**config.mk**
```make
export PLATFORM = sky130hd
export DESIGN_NAME = booth_mul_scheduler
export DESIGN_NICKNAME = d
export VERILOG_FILES = /design/src/rtl/booth_mul_scheduler.sv
export SDC_FILE = /design/constraint.sdc
export NUM_CORES = 1
export LEC_CHECK = 0
export BUFFER_PORTS_ARGS = -buffer_cell sky130_fd_sc_hd__buf_2
export CORE_AREA = 3 3 178 180
export CTS_BUF_LIST = sky130_fd_sc_hd__clkbuf_4 sky130_fd_sc_hd__clkbuf_8 sky130_fd_sc_hd__clkbuf_16
export DETAILED_ROUTE_END_ITERATION = 10
export DIE_AREA = 0 0 181 183
export HOLD_SLACK_MARGIN = 0.1
export PLACE_DENSITY = 0.53
export SYNTH_ARGS = -nofsm -noshare
export SYNTH_HDL_FRONTEND = slang
export SYNTH_SLANG_ARGS = --single-unit
```
**constraint.sdc**
```tcl
create_clock -name clk -period 1.9 [get_ports clk]
set_input_delay 0.475 -clock clk [delete_from_list [all_inputs] [get_ports clk]]
set_output_delay 0.475 -clock clk [all_outputs]
set_load 0.05 [all_outputs]
```
**src/rtl/booth_mul_scheduler.sv**
```systemverilog
// booth_mul_scheduler: round-robin sharing of one registered Booth multiplier among N_REQ requesters
module booth_mul_scheduler #(
    parameter int N_REQ   = 4,
    parameter int WIDTH   = 32,
    parameter int ID_W    = 2,
    parameter int TIMEOUT = 64
) (
    input  logic                   clk,
    input  logic                   reset,
    input  logic [N_REQ-1:0]       req_valid,
    input  logic [N_REQ*WIDTH-1:0] req_a,
    input  logic [N_REQ*WIDTH-1:0] req_b,
    output logic [N_REQ-1:0]       req_ready,
    output logic [WIDTH-1:0]       mul_a,
    output logic [WIDTH-1:0]       mul_b,
    output logic                   mul_start,
    input  logic                   mul_done,
    input  logic [2*WIDTH-1:0]     mul_result,
    output logic                   rsp_valid,
    input  logic                   rsp_ready,
    output logic [ID_W-1:0]        rsp_id,
    output logic [2*WIDTH-1:0]     rsp_result,
    output logic                   rsp_err,
    output logic                   spurious
);
    localparam int CW = $clog2(TIMEOUT);
    typedef enum logic [1:0] {IDLE, ISSUE, WAIT, RESP} state_t;
    state_t          state;
    logic [ID_W-1:0] rr, id, gnt, k;
    logic [CW-1:0]   cnt;
    logic            any;
    logic [WIDTH-1:0] a_arr [N_REQ];
    logic [WIDTH-1:0] b_arr [N_REQ];
    for (genvar i = 0; i < N_REQ; i++) begin : g_unpack
        assign a_arr[i] = req_a[i*WIDTH +: WIDTH];
        assign b_arr[i] = req_b[i*WIDTH +: WIDTH];
    end
    // first valid requester at or above rr, wrapping
    always_comb begin
        gnt = '0;
        any = 1'b0;
        k   = '0;
        for (int j = 0; j < N_REQ; j++) begin
            k = ID_W'((int'(rr) + j) % N_REQ);
            if (!any && req_valid[k]) begin
                any = 1'b1;
                gnt = k;
            end
        end
    end
    assign req_ready = (reset && state == IDLE && any) ? (N_REQ'(1) << gnt) : '0;
    assign rsp_id    = id;
    always_ff @(posedge clk or negedge reset) begin
        if (!reset) begin
            state      <= IDLE;
            rr         <= '0;
            id         <= '0;
            cnt        <= '0;
            mul_a      <= '0;
            mul_b      <= '0;
            mul_start  <= 1'b0;
            rsp_valid  <= 1'b0;
            rsp_result <= '0;
            rsp_err    <= 1'b0;
            spurious   <= 1'b0;
        end else begin
            mul_start <= 1'b0;
            if (mul_done && state != WAIT) spurious <= 1'b1;
            case (state)
                IDLE: if (any) begin
                    mul_a     <= a_arr[gnt];
                    mul_b     <= b_arr[gnt];
                    id        <= gnt;
                    mul_start <= 1'b1;
                    state     <= ISSUE;
                end
                ISSUE: begin
                    cnt   <= '0;
                    state <= WAIT;
                end
                WAIT: begin
                    cnt <= cnt + 1'b1;
                    if (mul_done || cnt == CW'(TIMEOUT - 1)) begin
                        rsp_result <= mul_done ? mul_result : '0;
                        rsp_err    <= !mul_done;
                        rsp_valid  <= 1'b1;
                        state      <= RESP;
                    end
                end
                RESP: if (rsp_ready) begin
                    rsp_valid <= 1'b0;
                    rr        <= (id == ID_W'(N_REQ - 1)) ? '0 : id + 1'b1;
                    state     <= IDLE;
                end
                default: state <= IDLE;
            endcase
        end
    end
endmodule
```
==> impl_metrics.toml <==
[floorplan]
core_sq_um = 30350
die_area_sq_um = 33120
dieHeight_um = 183
rows = 64
initial_core_util_pct = 21.56
io_pins = 466
die_w_um = 181

[cells_and_area]
syn2layout_area_growth_pct = 64.02
diodes = 0
fin_nets = 1454
final_util_pct = 35.36
drive_gt1_share_pct = 52.65

[place]
place.gp.congestion = 0.9272
dpl.hpwl_um = 22570
dp_slack_ns = -0.3830
port_buffers = 465

[critical_path]
critPathCaptureType = "output pin"
worstPathMaxFanout = 3
crit_type = "reg -> out"
crit_arrival_ns = 1.86
worstPathRequired_ns = 1.42
worst_r2r_endpoint = "mul_a[24]"
r2r-start = "rr[0]"
critPathLaunchType = "register"
r2r_cells = 10
rrSetupSlack_ns = -0.24

[power_and_ir_drop]
p_leak_nw = 5.281
peakVddDrop_mv = 0.7015
power_density_nw_per_um2 = 1982
p_total_w = 0.02127

[route]
drtAntennaViolNets = 0
vias_per_cell = 4.793
drc = 0
wl_per_cell_um = 19.66
drtIter0Drc = 750
first_pass_iters = 9
via_count = 7334
routed_wl_um = 30090

[flow_run]
maxCapViolations = 0

[timing]
max_freq_ghz = 0.4285
drv_slew = 0
skew_ns = 0.01550
hold_viol = 0
rsz0062_at_grt = "yes"
holdWs_ns = 0.1343
setup_slack_ns = -0.4336
tightest_slew_ns = 0.8410
min_period_ns = 2.334
min_period_over_period_pct = 122.8
tns_ns = -8.372
slew_headroom_pct = 43.75
setup_violations = 68

[logic_synthesis]
synth.distinct_cells = 38
ys_seq_area_share_pct = 55.07
synthCells = 617
yosys_warnings = 0
synth_nets = 950
synth_area_per_cell_sq_um = 10.61
yosysTopAreaCellShare_pct = 55.07
yosysTopAreaCell = "dfrtp_1"
synth.area.top_cells = "dfrtp_1, a222oi_1, a22o_1"
synth_area_sq_um = 6544
ys_ff_latch = 144

[clock_tree]
cts_tree = "yes"
clockBufferDepth = 2
htreeDepth = 4
cts_buffers = 17
root_buffer = "clkbuf_16"
clk_latency_ns = 0.42
path_clk_slew_ns = 0.08
numClockSinks = 144

[grt]
use_met1_pct = 21.05
grt_util_all_layers_pct = 16.68
grt_max_degree = 69
grt_pass1_vias = 7294
antenna_found_initial = 0
busiest_layer = "met2"
grt-ovfl-total = 0
grt_pass1_wl_um = 43160
use_met2_pct = 29.04
use_met3_pct = 3.411

[min_path]
hold_class = "in -> async"

[run_status]
violations = "setup timing"
status = "finished with violations"
-- cells in the final DEF (no fill, tap or decap), types with 4 or more instances in the layout --
| master | Yosys | final |
|---|---|---|
| buf_2 | 28 | 460 |
| dfrtp_1 | 144 | 144 |
| nand2_1 | 76 | 76 |
| nor2_1 | 68 | 67 |
| a31oi_1 | 66 | 64 |
| a22o_1 | 64 | 64 |
| a222oi_1 | 64 | 64 |
| buf_4 | 1 | 52 |
| clkbuf_16 | 0 | 21 |
| buf_12 | 0 | 15 |
| inv_1 | 12 | 12 |
| buf_6 | 6 | 9 |
| o21ai_0 | 8 | 8 |
| a21oi_1 | 7 | 7 |
| and3_4 | 0 | 5 |
| nand3_1 | 5 | 5 |
| ha_1 | 5 | 5 |
| clkinv_4 | 0 | 5 |
| inv_8 | 0 | 4 |
| buf_8 | 0 | 4 |
-- layout make-up --
class,instances,area [sq um]
flip-flops and latches,144,3603
clock inverters,14,146.4
fillers,3155,19620
repair buffers,547,3319
well taps,396,495.5
inverters,13,48.80
multi-input cells,398,2680
clock buffers,18,439.2
-- power by group --
part / switching (W) / internal, W
clock: 0.00158 / 0.00179
combinational: 0.00864 / 0.00391
sequential: 0.000818 / 0.00454
-- sequential cells by signal, indices dropped and copies added, names as in the netlist --
signal / cells
spurious: 1
rsp_id: 2
state: 2
rsp_valid: 1
cnt: 6
rsp_err: 1
rsp_result: 64
mul_start: 1
rr: 2
mul_b: 32
mul_a: 32
-- cell families (layout without fill, tap and decap cells) --
| family | count (synthesis) | count (layout) | share of synthesized area (%) |
|---|---|---|---|
| flops | 144 | 144 | 55.07 |
| fa+ha+maj | 5 | 5 | 0.9560 |
| simple gates | 166 | 166 | 10.27 |
| compound gates | 224 | 224 | 27.63 |
| buf+inv | 75 | 592 | 5.583 |
| mux | 3 | 3 | 0.4971 |
-- routing by layer --
layer | vias to the layer above | part of all wire, %
met2 | 341 | 50
li1 | 3401 | -
met1 | 3554 | 41
met5 | - | 0
met4 | 0 | 2.2
met3 | 38 | 6.7
-- worst max-delay path: stages, from the launching register on --
cell and delay [ns]:
dfrtp_1 0.40, nand2b_1 0.18, a221oi_2 0.23, buf_4 0.16, nor2_4 0.03, buf_12 0.11, and3_4 0.17, buf_6 0.16
-- cell usage after synthesis, drive strengths merged --
| cell type | n |
|---|---|
| nor3 | 2 |
| inv | 13 |
| a221oi | 2 |
| dfrtp | 144 |
| nand2b | 2 |
| mux2i | 1 |
| a21o | 1 |
| nor3b | 1 |
| o31ai | 3 |
| mux2 | 2 |
| o32a | 1 |
| a222oi | 64 |
| ha | 5 |
| o2bb2ai | 1 |
| nor2 | 68 |
| o211ai | 1 |
| a32oi | 1 |
| buf | 36 |
| a21oi | 7 |
| nand3 | 5 |
| o21ai | 9 |
| a22o | 64 |
| clkbuf | 26 |
| o21a | 1 |
| a31oi | 66 |
| and2 | 1 |
| and2b | 1 |
| o22ai | 2 |
| nor2b | 3 |
| and3 | 6 |
| nand2 | 76 |
| nor4 | 1 |
| o221a | 1 |
-- repair_timing --
item | CTS | global route
setup endpoints to repair | 68 | 68
cloned | 1 | 4
gates resized for setup | 32 | 9
pin swaps | 51 | 84
buffers inserted | 13 | 2
hold endpoints to repair | 12 | 12
-- through the flow --
| step | instance area (sq um) | cells |
|---|---|---|
| 2_1_floorplan | 6630 | 617 |
| 3_3_place_gp | 9703 | 1477 |
| 3_5_place_dp | 9703 | 1477 |
| 4_1_cts | 10570 | 1523 |
| 5_1_grt | 10730 | 1530 |
| 6_report | 10730 | 1530 |
-- worst max-delay path by stage --
stage                         endpoint  slack, ns    startpoint
final                     req_ready[2]      -0.43         rr[0]
after global routing      req_ready[0]      -0.53         rr[0]
after CTS                 req_ready[2]      -0.46         rr[0]
after detailed placement      mul_a[8]      -0.38  req_valid[0]
after global placement    req_ready[2]      -0.38  req_valid[3]
after floorplan           req_ready[2]      -0.08  req_valid[1]
No activity file was read; power rests on OpenSTA's default activity.
